<file path="config.mk">
export PLATFORM = sky130hd
export DESIGN_NAME = mem_access_stage
export DESIGN_NICKNAME = d
export VERILOG_FILES = /design/src/rtl/cpu_types_pkg.sv /design/src/rtl/llsc_link_reg.sv /design/src/rtl/mem_access_stage.sv
export SDC_FILE = /design/constraint.sdc
export NUM_CORES = 1
export LEC_CHECK = 0
export CAP_MARGIN = 20
export CORE_ASPECT_RATIO = 0.75
export CORE_UTILIZATION = 40
export CTS_BUF_LIST = sky130_fd_sc_hd__clkbuf_8
export DETAILED_ROUTE_END_ITERATION = 10
export MAX_ROUTING_LAYER = met4
export PLACE_DENSITY = 0.9
export SETUP_SLACK_MARGIN = 0.1
export SLEW_MARGIN = 5
export SYNTH_ARGS = -nofsm -noshare
export SYNTH_HDL_FRONTEND = slang
export SYNTH_SLANG_ARGS = --single-unit
export TNS_END_PERCENT = 5
</file>
<file path="constraint.sdc">
create_clock -name CLK -period 3 [get_ports CLK]
set_clock_uncertainty 0.1 [all_clocks]
set_input_delay 0.3 -clock CLK [delete_from_list [all_inputs] [get_ports CLK]]
set_output_delay 0.3 -clock CLK [all_outputs]
set_load 0.02 [all_outputs]
</file>
<file path="src/rtl/cpu_types_pkg.sv">
// rtl/cpu_types_pkg.sv - shared CPU types for the MEM stage
package cpu_types_pkg;

    localparam int WORD_BITS = 32;

    typedef logic [WORD_BITS-1:0] word_t;

    typedef enum logic [5:0] {
        LW = 6'b100011,
        SW = 6'b101011,
        LL = 6'b110000,
        SC = 6'b111000
    } opcode_t;

    typedef enum logic [1:0] {
        IDLE = 2'd0,
        WAIT = 2'd1,
        DONE = 2'd2
    } mem_state_t;

endpackage

</file>
<file path="src/rtl/llsc_link_reg.sv">
// rtl/llsc_link_reg.sv - LL/SC link register with snoop and store invalidation
module llsc_link_reg #(
    parameter int WORD_W = 32
) (
    input  logic              CLK,
    input  logic              RST,
    input  logic              setLink,
    input  logic [WORD_W-1:0] setAddr,
    input  logic              clrLink,
    input  logic              snoopInv,
    input  logic [WORD_W-1:0] snoopAddr,
    input  logic [WORD_W-1:0] cmpAddr,
    output logic              linkValid,
    output logic [WORD_W-1:0] linkAddr,
    output logic              cmpMatch
);

    logic snoopKillsLink;
    logic snoopKillsSet;

    assign snoopKillsLink = snoopInv && (snoopAddr[WORD_W-1:2] == linkAddr[WORD_W-1:2]);
    assign snoopKillsSet  = snoopInv && (snoopAddr[WORD_W-1:2] == setAddr[WORD_W-1:2]);
    assign cmpMatch       = linkValid && (cmpAddr[WORD_W-1:2] == linkAddr[WORD_W-1:2]);

    // A snoop only beats a same-cycle LL when it hits the word being linked
    always_ff @(posedge CLK) begin
        if (RST) begin
            linkValid <= 1'b0;
            linkAddr  <= '0;
        end else if (setLink) begin
            linkValid <= ~snoopKillsSet;
            linkAddr  <= setAddr;
        end else if (clrLink || snoopKillsLink) begin
            linkValid <= 1'b0;
        end
    end

endmodule

</file>
<file path="src/rtl/mem_access_stage.sv">
// rtl/mem_access_stage.sv - pipeline MEM stage: dcache request, LL/SC, miss counter
module mem_access_stage
    import cpu_types_pkg::*;
#(
    parameter int WORD_W = 32,
    parameter int CNT_W  = 32
) (
    input  logic              CLK,
    input  logic              RST,
    input  logic              ex_ren,
    input  logic              ex_wen,
    input  logic [WORD_W-1:0] ex_addr,
    input  logic [WORD_W-1:0] ex_store,
    input  opcode_t           ex_op,
    input  logic              advance,
    input  logic              flush,
    input  logic              snoop_inv,
    input  logic [WORD_W-1:0] snoop_addr,
    input  logic              dhit,
    input  logic [WORD_W-1:0] dmemload,
    output logic              dmemREN,
    output logic              dmemWEN,
    output logic [WORD_W-1:0] dmemaddr,
    output logic [WORD_W-1:0] dmemstore,
    output logic              mem_stall,
    output logic [WORD_W-1:0] wb_data,
    output logic              wb_valid,
    output logic [CNT_W-1:0]  wait_cycles
);

    mem_state_t        state;
    logic              memReq;
    logic              isSc;
    logic              isLl;
    logic              scFail;
    logic              scFailNow;
    logic              reqActive;
    logic              accessHit;
    logic              linkMatch;
    logic              linkValid;
    logic [WORD_W-1:0] linkAddr;

    assign memReq    = (ex_ren | ex_wen) & ~flush;
    assign isSc      = ex_wen && (ex_op == SC);
    assign isLl      = ex_ren && (ex_op == LL);
    assign scFail    = isSc & ~linkMatch;
    assign reqActive = ~RST & ((state == IDLE) | (state == WAIT)) & memReq & ~scFail;
    assign accessHit = reqActive & dhit;
    assign scFailNow = ~RST & (state == IDLE) & memReq & scFail;

    assign dmemREN   = reqActive & ex_ren;
    assign dmemWEN   = reqActive & ex_wen;
    assign dmemaddr  = reqActive ? {ex_addr[WORD_W-1:2], 2'b00} : '0;
    assign dmemstore = reqActive ? ex_store : '0;
    assign mem_stall = reqActive & ~dhit;

    // Any SC finishing (pass or fail) and any plain store hitting the linked word drop the link
    llsc_link_reg #(.WORD_W(WORD_W)) u_link (
        .CLK       (CLK),
        .RST       (RST),
        .setLink   (accessHit & isLl),
        .setAddr   (ex_addr),
        .clrLink   ((accessHit & ex_wen & (isSc | linkMatch)) | scFailNow),
        .snoopInv  (snoop_inv),
        .snoopAddr (snoop_addr),
        .cmpAddr   (ex_addr),
        .linkValid (linkValid),
        .linkAddr  (linkAddr),
        .cmpMatch  (linkMatch)
    );

    always_ff @(posedge CLK) begin
        if (RST) begin
            state       <= IDLE;
            wb_data     <= '0;
            wb_valid    <= 1'b0;
            wait_cycles <= '0;
        end else begin
            if (mem_stall && (wait_cycles != '1)) begin
                wait_cycles <= wait_cycles + {{(CNT_W-1){1'b0}}, 1'b1};
            end
            case (state)
                IDLE: begin
                    if (scFailNow) begin
                        wb_data  <= '0;
                        wb_valid <= 1'b1;
                        state    <= DONE;
                    end else if (reqActive) begin
                        state <= dhit ? DONE : WAIT;
                    end
                end
                WAIT: begin
                    if (!reqActive) begin
                        state <= IDLE;
                    end else if (dhit) begin
                        state <= DONE;
                    end
                end
                DONE: begin
                    if (flush || advance) begin
                        wb_valid <= 1'b0;
                        state    <= IDLE;
                    end
                end
                default: state <= IDLE;
            endcase
            // Plain stores leave wb_data untouched; only loads and SC produce a value
            if (accessHit) begin
                wb_valid <= 1'b1;
                if (ex_ren) begin
                    wb_data <= dmemload;
                end else if (isSc) begin
                    wb_data <= {{(WORD_W-1){1'b0}}, 1'b1};
                end
            end
        end
    end

    logic unusedLink;
    assign unusedLink = linkValid ^ (^linkAddr);

endmodule
</file>
==> summary.txt <==
Outcome
  – Result of the run: finished, final reports clean

Pwr
  – Cell Int Power: slightly above 2000 uW
  – Fraction of power consumed by combinational cells: between 20% and 30%
  – Net switching component of the power: 793.4 uW
  – Sequential power share: around 47%
  – Leakage: about 0.0035 uW
  – Fraction of power spent switching nets: roughly 28%
  – Maximum resistive drop on vdd: roughly 0.22 mV
  – Clock network power share: between 30% and 40%
  – Power density over the cells: 329.1 mW/mm2

Placed design
  – Number of buffers added on ports: about 270
  – Inst Count DP: 1091
  – Routability congestion estimate from global placement: 1.009
  – Post-DP HPWL: 14880 um

Timing
  – Worst slew pin tran: roughly 0.57 ns
  – Final max-slew violation count: 0
  – Slew headroom: 61.96%
  – Finish-stage setup viols: 0
  – Final clock period utilization by the worst path: between 90% and 100%
  – Achievable Freq: around 0.34 GHz
  – Hold Fails Final Rpt: 0
  – Unrepaired setup endpoints after global routing: true
  – Post-layout min period: 2.915 ns

Synthesis
  – Sequential share of the synthesized area: between 30% and 40%
  – Synthesized cell area: 0.005320 mm2
  – Number of synthesized flops with an enable pin: 0
  – Synthesized area per cell: approximately 8.3 um2
  – Total of flip-flops plus latches after synthesis: 98
  – Fraction of synthesized cell area taken by the top area cell type: between 30 and 40%
  – Number of instances in the synthesized netlist: 638
  – Ranking of synthesized cells by area: sky130_fd_sc_hd__dfxtp_1, sky130_fd_sc_hd__xnor2_1, sky130_fd_sc_hd__and3_1
  – Cell accounting for the most synthesized area: sky130_fd_sc_hd__dfxtp_1
  – Post-synth ARST share: 0%
  – Post-synth cell types: 46
  – Yosys warns: 0
  – Top cell types by occurrence after synthesis: sky130_fd_sc_hd__dfxtp_1, sky130_fd_sc_hd__nand2_1, sky130_fd_sc_hd__xnor2_1
  – Most common cell in the netlist: sky130_fd_sc_hd__dfxtp_1
  – Dominant synthesized flop cell: sky130_fd_sc_hd__dfxtp_1

Flow run
  – Number of maximum-capacitance violations: 0

Clock tree
  – CTS Root Buffer Type: sky130_fd_sc_hd__clkbuf_8
  – Number of hold buffers added after cts: 0
  – Number of buffers inserted during clock tree synthesis: 9
  – Num Clock Sinks: between 90 and 100
  – Skew-Pair Late Insertion Delay: 0.36 ns
  – Clock Path Buffers: 2
  – CTS clk-pin slew, worst paths: ~0.11 ns
  – Clock tree from TritonCTS: done
  – H-Tree Depth: 3

Cells and area
  – Synthesis-to-layout area growth: 62.46%
  – Post-route insts no fill: between 1000 and 1500
  – Nets: 1077
  – Ratio of cells with drive above 1 in the final layout: approximately 18%
  – Inserted Diodes: 0
  – Final standard cell utilization of the core: 66.63%
  – Number of fill cells: ~1100

Floorplan
  – Number of rows in the core area: 36
  – Core area: about 0.013 mm2
  – Die H: ~100 um
  – Initial core utilization: 41.01%
  – Total Die Area: about 0.014 mm2
  – Die width: between 100 and 150 um
  – Ports: approximately 270

Worst hold path
  – Path category of the worst min-delay check: in2reg
  – Cell depth of the worst hold path: 3

Global routing
  – Pin count of the biggest net entering global routing: between 50 and 60
  – Antenna violations before repair: 0
  – Sum of overflow across all layers after global routing: 0
  – Total routing resource utilization after global routing: approximately 28%
  – Number of global-route vias before repair: 5593
  – Wire length of the first global-routing pass: about 29000 um

Critical path
  – Path type of the worst setup path: in2out
  – Critical Path Start Type: primary input
  – Critical path data arrival time: between 2 and 3 ns
  – Critical Path Max Stage Delay: 0.52 ns
  – CP max stage cell: sky130_fd_sc_hd__or4_4
  – Reg-to-reg slack, setup: ~0.21 ns
  – Destination of the critical timing path: dmemaddr[12]
  – Max FO, Critical Path: 20
  – Reg2Reg Launch Point: u_link.linkAddr[13]
  – Data required time at the worst endpoint: approximately 2.6 ns
  – Cell chain of the critical path: clkdlybuf4s50_1 > xnor2_2 > nand4_1 > or4_4 > o21ai_4 > buf_4 > buf_12 > and3_4 > buf_4
  – Kind of end point of the critical path: primary output
  – Worst flop-to-flop path endpoint: wait_cycles[8]
  – Worst setup path start: ex_addr[13]
  – Depth of the most critical reg-to-reg path: 9
  – Most used cell, CP: sky130_fd_sc_hd__buf_4

Routing
  – Count of nets left with antenna violations after detail routing: 0
  – Detail-routed net length per standard cell: 17.42 um
  – DRC viols: 0
  – Total wire length: just under 20000 um
  – Detailed Route Iter0 Violations: 357
  – Via total after detailed routing: approximately 5900
  – Drt pass-1 iters: 5
  – Vias per std cell: 5.341
-- cell usage in the layout (no fill, tap or decap), types with 3 or more instances in the layout --
master / synthesis / routed
sky130_fd_sc_hd__nor2_1: 29 / 29
sky130_fd_sc_hd__nor3_1: 3 / 3
sky130_fd_sc_hd__a22o_1: 32 / 32
sky130_fd_sc_hd__clkdlybuf4s50_1: 0 / 197
sky130_fd_sc_hd__xor2_1: 25 / 25
sky130_fd_sc_hd__xnor2_1: 75 / 69
sky130_fd_sc_hd__dlygate4sd2_1: 0 / 4
sky130_fd_sc_hd__o31ai_1: 5 / 5
sky130_fd_sc_hd__and3_1: 73 / 72
sky130_fd_sc_hd__xnor2_2: 0 / 5
sky130_fd_sc_hd__dfxtp_2: 0 / 4
sky130_fd_sc_hd__inv_1: 8 / 8
sky130_fd_sc_hd__o21ai_0: 9 / 9
sky130_fd_sc_hd__nor4_1: 10 / 8
sky130_fd_sc_hd__buf_12: 0 / 6
sky130_fd_sc_hd__or3_1: 4 / 4
sky130_fd_sc_hd__nand2_1: 78 / 77
sky130_fd_sc_hd__nor2b_1: 6 / 6
sky130_fd_sc_hd__clkbuf_8: 0 / 9
sky130_fd_sc_hd__nand3_1: 22 / 20
sky130_fd_sc_hd__or4_1: 10 / 10
sky130_fd_sc_hd__buf_4: 2 / 88
sky130_fd_sc_hd__o41ai_1: 3 / 3
sky130_fd_sc_hd__dfxtp_1: 98 / 94
sky130_fd_sc_hd__a21oi_1: 48 / 48
sky130_fd_sc_hd__nand3b_1: 3 / 3
sky130_fd_sc_hd__nand4_1: 26 / 26
sky130_fd_sc_hd__buf_2: 5 / 29
-- flip-flops by register name (all words and copies together), names as in the netlist --
register / count
u_link.linkValid: 1
wb_data: 32
state: 2
wait_cycles: 32
wb_valid: 1
u_link.linkAddr: 30
-- what timing repair did --
action                                  4_1_cts  5_1_grt
endpoints found under the setup margin       79       76
pin swaps                                     4        1
setup buffers                                 2        0
gates cloned                                  1        0
hold endpoints to repair                      0        0
gates resized for setup                     249       71
-- power groups by stage --
stage / combinational (uW) / sequential, uW / clock, uW
3_3_place_gp: 606 / 1360 / 0
3_5_place_dp: 613 / 1360 / 0
4_1_cts: 597 / 1330 / 927
5_1_grt: 637 / 1330 / 986
2_1_floorplan: 204 / 1370 / 0
6_report: 605 / 1330 / 913
-- final cells by class --
class	instances	area, um2	area share [%]
multi-input combinational	491	3252	37.62
timing repair buffer	326	2972	34.38
sequential	98	1967	22.76
tap	171	214.0	2.475
clock buffer	9	123.9	1.433
clock inverter	7	85.08	0.9844
inverter	8	30.03	0.3474
-- how the worst min path moves through the flow --
| stage | to | from |
|---|---|---|
| 6_report | wait_cycles[25] | RST |
| 5_1_grt | wait_cycles[25] | RST |
| 4_1_cts | wait_cycles[25] | RST |
| 3_5_place_dp | wb_valid | wb_valid |
| 3_3_place_gp | wb_valid | wb_valid |
| 2_1_floorplan | state[0] | dhit |
-- worst max-delay path: cells and delay by family --
| kind | cells | cell delay [ns] |
|---|---|---|
| and+or+nand+nor | 3 | 0.84 |
| buffers and inverters | 4 | 0.91 |
| xor gates and xnor gates | 1 | 0.25 |
| AOI/OAI and AO/OA | 1 | 0.21 |
-- per-stage QoR --
step / setup TNS (ns) / hold WS, ns / setup slack [ns] / power (uW) / instance area [um2]
floorplan: 0 / 0.2724 / 0.4692 / 1577 / 5324
global placement: -36.13 / 0.3519 / -0.4238 / 1961 / 8536
detailed placement: -37.21 / 0.3565 / -0.4515 / 1969 / 8536
CTS: 0 / 0.2902 / 0.06645 / 2850 / 8676
global route: 0 / 0.3054 / 0.04823 / 2952 / 8643
finish: 0 / 0.3166 / 0.08517 / 2845 / 8643
-- cells by family after synthesis --
family / share of synthesized area, %
AOI/OAI and AO/OA: 14.11
xor gates and xnor gates: 16.46
other: 0.07049
DFF: 36.88
muxes: 0.7996
buffers and inverters: 3.786
adders and majority gates: 0.2351
and+or+nand+nor: 27.66
-- per-layer routing --
metal | global-route usage [%] | part of all wire (%) | up-vias
met5 | - | 0 | -
met4 | 6.569 | 1.4 | 0
met3 | 5.159 | 7.0 | 23
met2 | 46.67 | 49 | 249
met1 | 35.23 | 43 | 2792
li1 | - | - | 2864
(Power assumes the default switching activity.)
